## src/rtl/snn_spike_decoder.sv

```systemverilog
// Spike-count decoder: counts output-layer spikes per class over a window, then argmax.
// Latency: result_valid rises OUTPUT_SIZE+1 cycles after the last counted strobe.
// Backpressure: result held in DONE until result_ready; start/spike_valid ignored while busy.
// Optional: define SNN_DECODER_MARGIN_EN to add result_margin (winner minus runner-up).
module snn_spike_decoder #(
  parameter int OUTPUT_SIZE = 10,
  parameter int CNT_WIDTH   = 8,
  parameter int IDX_WIDTH   = $clog2(OUTPUT_SIZE)
) (
  input  logic                   clk,
  input  logic                   rst,
  input  logic                   start,
  input  logic [15:0]            window_len,
  input  logic                   spike_valid,
  input  logic [OUTPUT_SIZE-1:0] digit_spikes,
  output logic                   busy,
  output logic                   result_valid,
  input  logic                   result_ready,
  output logic [IDX_WIDTH-1:0]   result_class,
  output logic [CNT_WIDTH-1:0]   result_count,
`ifdef SNN_DECODER_MARGIN_EN
  output logic [CNT_WIDTH-1:0]   result_margin,
`endif
  output logic                   no_spike
);

  typedef enum logic [1:0] {IDLE, ACCUM, ARGMAX, DONE} state_t;

  state_t                 state_q, state_d;
  logic [15:0]            len_q;
  logic [15:0]            ts_q;
  logic [CNT_WIDTH-1:0]   cnt_q [OUTPUT_SIZE];
  logic [IDX_WIDTH-1:0]   scan_q;
  logic [CNT_WIDTH-1:0]   best_cnt_q;
  logic [IDX_WIDTH-1:0]   best_idx_q;

  logic                   last_step;
  logic                   scan_last;
  logic [CNT_WIDTH-1:0]   cur_cnt;
  logic                   take;
  logic [CNT_WIDTH-1:0]   best_cnt_n;
  logic [IDX_WIDTH-1:0]   best_idx_n;

`ifdef SNN_DECODER_MARGIN_EN
  logic [CNT_WIDTH-1:0]   second_q;
  logic [CNT_WIDTH-1:0]   second_n;
`endif

  // Scan datapath: select the class under inspection and compute the updated running best.
  always_comb begin
    last_step = spike_valid && ((ts_q + 16'd1) == len_q);
    scan_last = (scan_q == IDX_WIDTH'(OUTPUT_SIZE - 1));
    cur_cnt   = '0;
    for (int i = 0; i < OUTPUT_SIZE; i++) begin
      if (scan_q == IDX_WIDTH'(i)) cur_cnt = cnt_q[i];
    end
    // Strictly-greater replacement keeps ties on the lowest index.
    take       = (cur_cnt > best_cnt_q);
    best_cnt_n = take ? cur_cnt : best_cnt_q;
    best_idx_n = take ? scan_q  : best_idx_q;
`ifdef SNN_DECODER_MARGIN_EN
    // Runner-up: displaced best, or a non-winning count above the current runner-up
    // (an equal-to-best count lands here, which is what makes ties give margin 0).
    if (take)                  second_n = best_cnt_q;
    else if (cur_cnt > second_q) second_n = cur_cnt;
    else                       second_n = second_q;
`endif
  end

  // Next-state logic for the window / scan / hold sequence.
  always_comb begin
    state_d = state_q;
    case (state_q)
      IDLE:    if (start)                        state_d = ACCUM;
      ACCUM:   if (last_step)                    state_d = ARGMAX;
      ARGMAX:  if (scan_last)                    state_d = DONE;
      DONE:    if (result_valid && result_ready) state_d = IDLE;
      default:                                   state_d = IDLE;
    endcase
  end

  // State register plus registered status outputs derived from the next state.
  always_ff @(posedge clk or posedge rst) begin
    if (rst) begin
      state_q      <= IDLE;
      busy         <= 1'b0;
      result_valid <= 1'b0;
    end else begin
      state_q      <= state_d;
      busy         <= (state_d != IDLE);
      result_valid <= (state_d == DONE);
    end
  end

  // Window bookkeeping and saturating per-class spike counters.
  always_ff @(posedge clk or posedge rst) begin
    if (rst) begin
      len_q <= 16'd1;
      ts_q  <= '0;
      for (int i = 0; i < OUTPUT_SIZE; i++) cnt_q[i] <= '0;
    end else if (state_q == IDLE && start) begin
      len_q <= (window_len == 16'd0) ? 16'd1 : window_len;
      ts_q  <= '0;
      for (int i = 0; i < OUTPUT_SIZE; i++) cnt_q[i] <= '0;
    end else if (state_q == ACCUM && spike_valid) begin
      ts_q <= ts_q + 16'd1;
      for (int i = 0; i < OUTPUT_SIZE; i++) begin
        if (digit_spikes[i] && (cnt_q[i] != {CNT_WIDTH{1'b1}})) cnt_q[i] <= cnt_q[i] + 1'b1;
      end
    end
  end

  // Argmax scan, one class per cycle; results captured on the final comparison and held.
  always_ff @(posedge clk or posedge rst) begin
    if (rst) begin
      scan_q        <= '0;
      best_cnt_q    <= '0;
      best_idx_q    <= '0;
      result_class  <= '0;
      result_count  <= '0;
      no_spike      <= 1'b0;
`ifdef SNN_DECODER_MARGIN_EN
      second_q      <= '0;
      result_margin <= '0;
`endif
    end else if (state_q == IDLE && start) begin
      scan_q     <= '0;
      best_cnt_q <= '0;
      best_idx_q <= '0;
`ifdef SNN_DECODER_MARGIN_EN
      second_q   <= '0;
`endif
    end else if (state_q == ARGMAX) begin
      scan_q     <= scan_q + 1'b1;
      best_cnt_q <= best_cnt_n;
      best_idx_q <= best_idx_n;
`ifdef SNN_DECODER_MARGIN_EN
      second_q   <= second_n;
`endif
      if (scan_last) begin
        result_class  <= best_idx_n;
        result_count  <= best_cnt_n;
        no_spike      <= (best_cnt_n == '0);
`ifdef SNN_DECODER_MARGIN_EN
        result_margin <= best_cnt_n - second_n;
`endif
      end
    end
  end

endmodule

```

## config.mk

```make
export PLATFORM = sky130hd
export DESIGN_NAME = snn_spike_decoder
export DESIGN_NICKNAME = d
export VERILOG_FILES = /design/src/rtl/snn_spike_decoder.sv
export SDC_FILE = /design/constraint.sdc
export NUM_CORES = 1
export LEC_CHECK = 0
export CAP_MARGIN = 15
export CORE_UTILIZATION = 50
export CTS_CLUSTER_SIZE = 40
export DETAILED_ROUTE_END_ITERATION = 6
export DONT_BUFFER_PORTS = 1
export PLACE_DENSITY = 0.67
export SYNTH_ARGS = -nofsm -noshare
export SYNTH_HDL_FRONTEND = slang
export SYNTH_SLANG_ARGS = --single-unit
```

## constraint.sdc

```tcl
create_clock -name clk -period 3.9 [get_ports clk]
set_clock_uncertainty 0.15 [all_clocks]
set_input_delay 0.195 -clock clk [delete_from_list [all_inputs] [get_ports clk]]
set_output_delay 0.195 -clock clk [all_outputs]
set_load 0.02 [all_outputs]
```

======== After elaboration in Yosys (flattened, before gate mapping) ========
Cells that the tools add are included.
cells by class
  divide/modulo/power cells ............... 0
  multipliers ............................. 0
  shifts and indexed selects .............. 0
  $lt $le $gt $ge ......................... 1
  reduce and logical (&&, ||, !) cells .... 42
  equal/unequal tests ..................... 24
  $add $sub $neg .......................... 12
  multiplexer cells ....................... 38
  bitwise logic cells ..................... 1
operators by type and width
  operator                                                                number
  8-bit 2-to-1 mux                                                        23
  80-bit 2-to-1 mux                                                       2
  8-bit by 1-bit adder with 8-bit output (second input constant)          10
  8-bit != test (second input constant)                                   10
  16-bit 2-to-1 mux                                                       3
  2-bit nonzero test                                                      13
  4-bit 2-to-1 mux                                                        5
  2-bit AND reduction                                                     10
  16-bit by 1-bit adder with 16-bit output (second input constant)        1
  16-bit equality test                                                    1
  4-bit by 3-bit equality test with 1-bit output (second input constant)  4
  16-bit logical NOT                                                      1
  1-bit logical AND                                                       14
  4-bit by 2-bit equality test with 1-bit output (second input constant)  2
  4-bit equality test (second input constant)                             2
  8-bit > comparator                                                      1
  8-bit logical NOT                                                       1
  2-bit 2-to-1 mux                                                        4
  2-bit case mux with 4 select lines                                      1
  2-bit equality test (second input constant)                             3
  4-bit by 1-bit adder with 4-bit output (second input constant)          1
  4-bit by 1-bit equality test with 1-bit output (second input constant)  1
  4-bit logical NOT                                                       1
  3-bit AND reduction                                                     1
  3 further kinds                                                         3
word-level totals
  output and inout bits ................... 15
  memories kept ........................... 0
  word-level logic and storage cells ...... 139
  bits in writable memories ............... 0
  input bits .............................. 31
  bits in latches ......................... 0
  memory bits (read-only) ................. 0
  register bits after elaboration ......... 145

======== Logic depth before layout (Yosys ltp) ========
  word-level depth ........................ 15
  depth in mapped cells ................... 18

======== Least setup slack after synthesis ========
OpenSTA, ideal clock, no wires.
  path type ............................... register to register
  start point ............................. register scan_q[0]
  end point ............................... register result_count[4]
  arrival ................................. 3.154 ns
  period minus slack after synthesis ...... 3.436 ns
  setup slack ............................. 0.464 ns
  path buffers ............................ 2
  cell stages (with the launch flop) ...... 17
  data required time ...................... 3.618 ns
  path through ............................ dfrtp_1 -> inv_1 -> ha_1 -> buf_2 -> clkinv_1 -> and3_1 -> a21oi_1 -> o211ai_1 -> a222oi_1 -> a21oi_1 -> ha_1 -> nand3_1 -> o22ai_1 -> o21ai_2 -> buf_2 -> mux2i_1 -> o21ai_0
on the way
  cells in the longest elaborated chain, start to end .. 13
  elaborated cells between the ends (all ways) .. 23
ends and longest elaborated chain
  what                            RTL line  RTL
  start, declared                 33        logic [IDX_WIDTH-1:0] scan_q;
  start signal, assigned          134       scan_q <= scan_q + 1'b1;
  4-bit logical NOT               55        if (scan_q == IDX_WIDTH'(i)) cur_cnt = cnt_q[i];
  8-bit 2-to-1 mux (10 in a row)  55
  8-bit > comparator              58        take = (cur_cnt > best_cnt_q);
  8-bit 2-to-1 mux                59        best_cnt_n = take ? cur_cnt : best_cnt_q;
  end signal, assigned            142       result_count <= best_cnt_n;
  end, declared                   20        output logic [CNT_WIDTH-1:0] result_count,
Parallel ways exist; a longest one is shown, timed or not.
A chain may end at the register's enable or synchronous reset.

======== Final worst setup path ========
  start point ............................. register scan_q[1]
  end point ............................... register no_spike
on the way
  cells in the longest elaborated chain, start to end .. 14
  elaborated cells between the ends (all ways) .. 24
ends and longest elaborated chain
  what                            RTL line  RTL
  4-bit logical NOT               55
  8-bit 2-to-1 mux (10 in a row)  55
  8-bit > comparator              58
  8-bit 2-to-1 mux                59
  8-bit logical NOT               143       no_spike <= (best_cnt_n == '0);
  end signal, assigned            143
  end, declared                   24        output logic no_spike
Parallel ways exist; a longest one is shown, timed or not.

==> impl_metrics.tcl <==
set metrics [dict create \
    placed_cells_incl_taps 1128 \
    grt_max_degree 75 \
    coreArea_um2 15900 \
    synthesized_netlist_net_count 991 \
    grt_first_pass_wirelength_um 32900 \
    avgViaCountPerCell 5.76 \
    timing.critical_path.from "scan_q[1]" \
    p_int_uw 4400 \
    route.final.wire_length_um 20200 \
    setup_violations 0 \
    achievable-frequency_ghz 0.269 \
    async_flop_share_pct 100 \
    netlist.area_leader.share_pct 43.9 \
    standby_leakage_power_uw 0.00422 \
    final.hold.worst_slack_ns 0.0205 \
    drt.antenna.violating_nets 0 \
    syn-cell-area_um2 8220 \
    worstSetupPathDepth 14 \
    outcome "complete, no violations" \
    fp.dieArea_um2 16900 \
    cp_top_family "compound AO/OA/AOI/OAI gates" \
    critPathMaxStageDelay_ns 0.44 \
    layout.cells.non_filler 1193 \
    post-synth-top-area-cell "sky130_fd_sc_hd__dfrtp_1" \
    slew_viol_final 0 \
    groute.usage.overall_pct 25.2 \
    critical_path.n_buffers_inverters 1 \
    timing_worst_setup_path_type "reg -> reg" \
    switching_share_pct 40.7 \
    finalNetCount 1018 \
    num_antenna_cells 0 \
    globalRoute.totalOverflow 0 \
    antenna_found_initial 0 \
    ir_drop_mv 0.564 \
    htree_levels 4 \
    rows 46 \
    post_drt_wl_per_cell_um 16.9 \
    final_layout_size_suffix_gt1_share_pct 10.0 \
    placed_cell_area_um2 8500 \
    grt_pass1_vias 6445 \
    critical_path_rt_ns 4.07 \
    port_buffers 0 \
    clk_pin_slew_worst_paths_ns 0.06 \
    slew_worst_pin_ns 0.932 \
    post_synth.cell_area_avg_um2 8.77 \
    crit_path_time_final_ns 3.71 \
    synth.area.top_cells "sky130_fd_sc_hd__dfrtp_1 44%, sky130_fd_sc_hd__nand2_1 6.5%, sky130_fd_sc_hd__xor2_1 5.4%" \
    dominantRegCellSynth "sky130_fd_sc_hd__dfrtp_1" \
    syn_to_final_growth_pct 17.2 \
    starting_drc_count_in_detailed_routing 595 \
    critical_path.endpoint_type "register" \
    cts_inserted_buffers 17 \
    slew_headroom_pct 37.7 \
    cp_max_fo 6 \
    totalPowerFinal_uw 7420 \
    total_switching_power_uw 3020 \
    share_comb_of_total_power_pct 42.4 \
    floorplan.initialDensity_pct 51.5 \
    fill_cells 1341 \
    worst_path_most_repeated_cell "sky130_fd_sc_hd__ha_1" \
    synth_cells 937 \
    timing.critical_path.cells "ha_1 -> or3_1 -> a221oi_2 -> o2bb2ai_1 -> o221ai_2 -> ha_1 -> a21o_1 -> a21oi_2 -> nand2b_1 -> o21ai_4 -> buf_12 -> mux2i_4 -> nand4_1 -> o31ai_2" \
    root_buffer "sky130_fd_sc_hd__clkbuf_16" \
    timing_hold_violations_final 0 \
    flops_latches_synth 145 \
    die_h_um 130 \
    seqPwrFrac_pct 33.8 \
    gp_congestion 0.882 \
    power-per-cell-area_nw_per_um2 771 \
    clk_path_buf_depth 2 \
    dpl.hpwl_um 13600 \
    clock_power_share_pct 23.8 \
    number_of_sinks_driven_by_the_clock_tree 145 \
    number_of_top_level_pins 46 \
    timing.critical_path.to "no_spike" \
    ff2ff_setup_slack_ns 0.19 \
    synth.yosys.seq_area_share_pct 44.2 \
    cp_data_arrival_time_ns 3.89 \
    cts_tree "done" \
    synth_cell_type_count 58 \
    synth_enable_flop_cells 0 \
    startpoint_kind_of_the_worst_setup_timing_path "register" \
    detail_route.first_pass.iterations 5 \
    timing.final.crit_share_pct 95.2 \
    multi_input_area_um2 4430 \
    sequential_cell_area_um2 3630 \
    drcViolationCount 0 \
    hold_path.class "in -> reg" \
    critPathSlowestCell "sky130_fd_sc_hd__or3_1" \
    number_of_vias_in_the_routed_layout 6871 \
    crit-reg2reg-capture "no_spike" \
    die_width_um 130 \
    clock_latency_ns 0.43 \
    reg2reg_from "scan_q[1]" \
    yosysWarningCount 0 \
    fin_area_um2 9630 \
    maxCapViolations 0 \
    ff_to_ff_path_depth 14 \
]
[worst min path at each step]
stage	cells past startpoint	start	to	slack, ns
floorplan	2	window_len[10]	len_q[10]	0.15
global placement	1	rst	cnt_q[75]	0.008
detailed placement	1	rst	cnt_q[75]	0.008
CTS	4	digit_spikes[5]	cnt_q[32]	0.001
global route	4	digit_spikes[5]	cnt_q[32]	0.04
finish	4	digit_spikes[5]	cnt_q[32]	0.02
[sequential cells by signal (all words and copies together), names as in the netlist]
register and flops:
cnt_q 80, len_q 16, ts_q 16, best_cnt_q 8
result_count 8, best_idx_q 4, result_class 4, scan_q 4
state_q 2, busy 1, no_spike 1, result_valid 1
[repair_timing]
item,4_1_cts,5_1_grt
pin swaps,1,5
buffers inserted,2,1
hold endpoints to repair,62,0
gates resized for setup,3,33
hold buffers,29,0
setup endpoints to repair,8,25
cloned,0,1
[power by group through the flow]
stage	combinational (µW)	clock [µW]	sequential, µW
CTS	2840	1780	2490
detailed placement	2720	0	2500
floorplan	2080	0	2310
global route	3530	1860	2570
finish	3150	1760	2510
global placement	2670	0	2510
[final cells by class]
type	instances	share of cell area [%]
inverters	28	1.13
multi-input cells	715	46.0
repair buffers	57	5.85
clock inverters	15	2.14
clock buffers	17	4.42
well taps	216	2.81
flip-flops and latches	145	37.7
[cell usage after synthesis, types with 2 or more instances]
master                      instances
sky130_fd_sc_hd__ha_1              23
sky130_fd_sc_hd__and3_1            19
sky130_fd_sc_hd__buf_2             14
sky130_fd_sc_hd__nand2b_1           6
sky130_fd_sc_hd__o31ai_1            5
sky130_fd_sc_hd__o32ai_1            2
sky130_fd_sc_hd__o2bb2ai_1          2
sky130_fd_sc_hd__a32oi_1            3
sky130_fd_sc_hd__a211oi_1           2
sky130_fd_sc_hd__nand3_1           39
sky130_fd_sc_hd__o22ai_1            4
sky130_fd_sc_hd__mux2i_1           16
sky130_fd_sc_hd__xnor2_1           33
sky130_fd_sc_hd__and3b_1            3
sky130_fd_sc_hd__clkbuf_1          29
sky130_fd_sc_hd__dfrtp_1          144
sky130_fd_sc_hd__nor2_1           102
sky130_fd_sc_hd__nor4_1             5
sky130_fd_sc_hd__a31oi_1            9
sky130_fd_sc_hd__buf_6              3
sky130_fd_sc_hd__nor3_1            12
sky130_fd_sc_hd__o211ai_1          10
sky130_fd_sc_hd__nor2b_1            6
sky130_fd_sc_hd__o21bai_1           3
sky130_fd_sc_hd__inv_1             27
sky130_fd_sc_hd__a21oi_1           58
sky130_fd_sc_hd__a221oi_1          10
sky130_fd_sc_hd__a31oi_2            2
sky130_fd_sc_hd__buf_1              4
sky130_fd_sc_hd__or3_1             14
sky130_fd_sc_hd__o221ai_1           7
sky130_fd_sc_hd__a22o_1             6
sky130_fd_sc_hd__nand4_1           17
sky130_fd_sc_hd__and4_1             2
sky130_fd_sc_hd__o21ai_0           66
sky130_fd_sc_hd__xor2_1            51
sky130_fd_sc_hd__nand3b_1          11
sky130_fd_sc_hd__and2_1             2
sky130_fd_sc_hd__o211a_1            5
sky130_fd_sc_hd__nand2_1          143
[through the flow]
step           worst slack (ns)  utilization (%)  TNS [ns]
3_5_place_dp            -0.0861             53.3   -0.0944
3_3_place_gp            0.00179             53.3         0
6_report                  0.186             60.4         0
4_1_cts                0.000964             59.3         0
2_1_floorplan             0.464                -         0
5_1_grt                -0.00787             60.4  -0.00787
[routing by layer]
layer	vias up	GRT usage, %	routed length [µm]
met2	200	39.4	9180
met3	36	5.13	1100
met5	-	0	0
met4	0	9.58	459
met1	3293	34.4	9480
li1	3342	-	-
[logic make-up after synthesis]
family	after synthesis	share of synthesized area [%]
AO/OA/AOI/OAI	207	15.9
XOR/XNOR	84	8.96
adder cells (fa/ha/maj)	23	3.50
buffers and inverters	78	4.05
flip-flops	145	44.2
multiplexers	16	1.95
AND/OR/NAND/NOR	384	21.5
[worst register-to-register path, delay by kind of cell, from the launching register on]
kind	cells	cell delay (ns)
DFF	1	0.43
muxes	1	0.25
and+or+nand+nor	3	0.73
AOI/OAI and AO/OA	7	1.34
adders and majority gates	2	0.55
buffers and inverters	1	0.16
[placed cells by master (no fill, tap or decap), types with 5 or more instances in the layout]
cell type                         n
sky130_fd_sc_hd__buf_4           23
sky130_fd_sc_hd__a31oi_1          9
sky130_fd_sc_hd__mux2i_1         12
sky130_fd_sc_hd__and3_1          19
sky130_fd_sc_hd__nand4_1         17
sky130_fd_sc_hd__ha_1            20
sky130_fd_sc_hd__nor3_1          11
sky130_fd_sc_hd__o21ai_0         64
sky130_fd_sc_hd__a221oi_2         7
sky130_fd_sc_hd__xor2_1          51
sky130_fd_sc_hd__buf_12           5
sky130_fd_sc_hd__inv_1           25
sky130_fd_sc_hd__xnor2_1         33
sky130_fd_sc_hd__nor4_1           5
sky130_fd_sc_hd__dlygate4sd3_1   29
sky130_fd_sc_hd__or3_1           14
sky130_fd_sc_hd__o211ai_1        10
sky130_fd_sc_hd__nor2b_1          5
sky130_fd_sc_hd__nand3b_1        11
sky130_fd_sc_hd__nand3_1         39
sky130_fd_sc_hd__dfrtp_1        144
sky130_fd_sc_hd__a22o_1           6
sky130_fd_sc_hd__o221ai_1         5
sky130_fd_sc_hd__o211a_1          5
sky130_fd_sc_hd__clkbuf_16       17
sky130_fd_sc_hd__a21oi_1         55
sky130_fd_sc_hd__nor2_1         101
sky130_fd_sc_hd__nand2b_1         6
sky130_fd_sc_hd__nand2_1        143
Power figures use the tool's default switching activity.
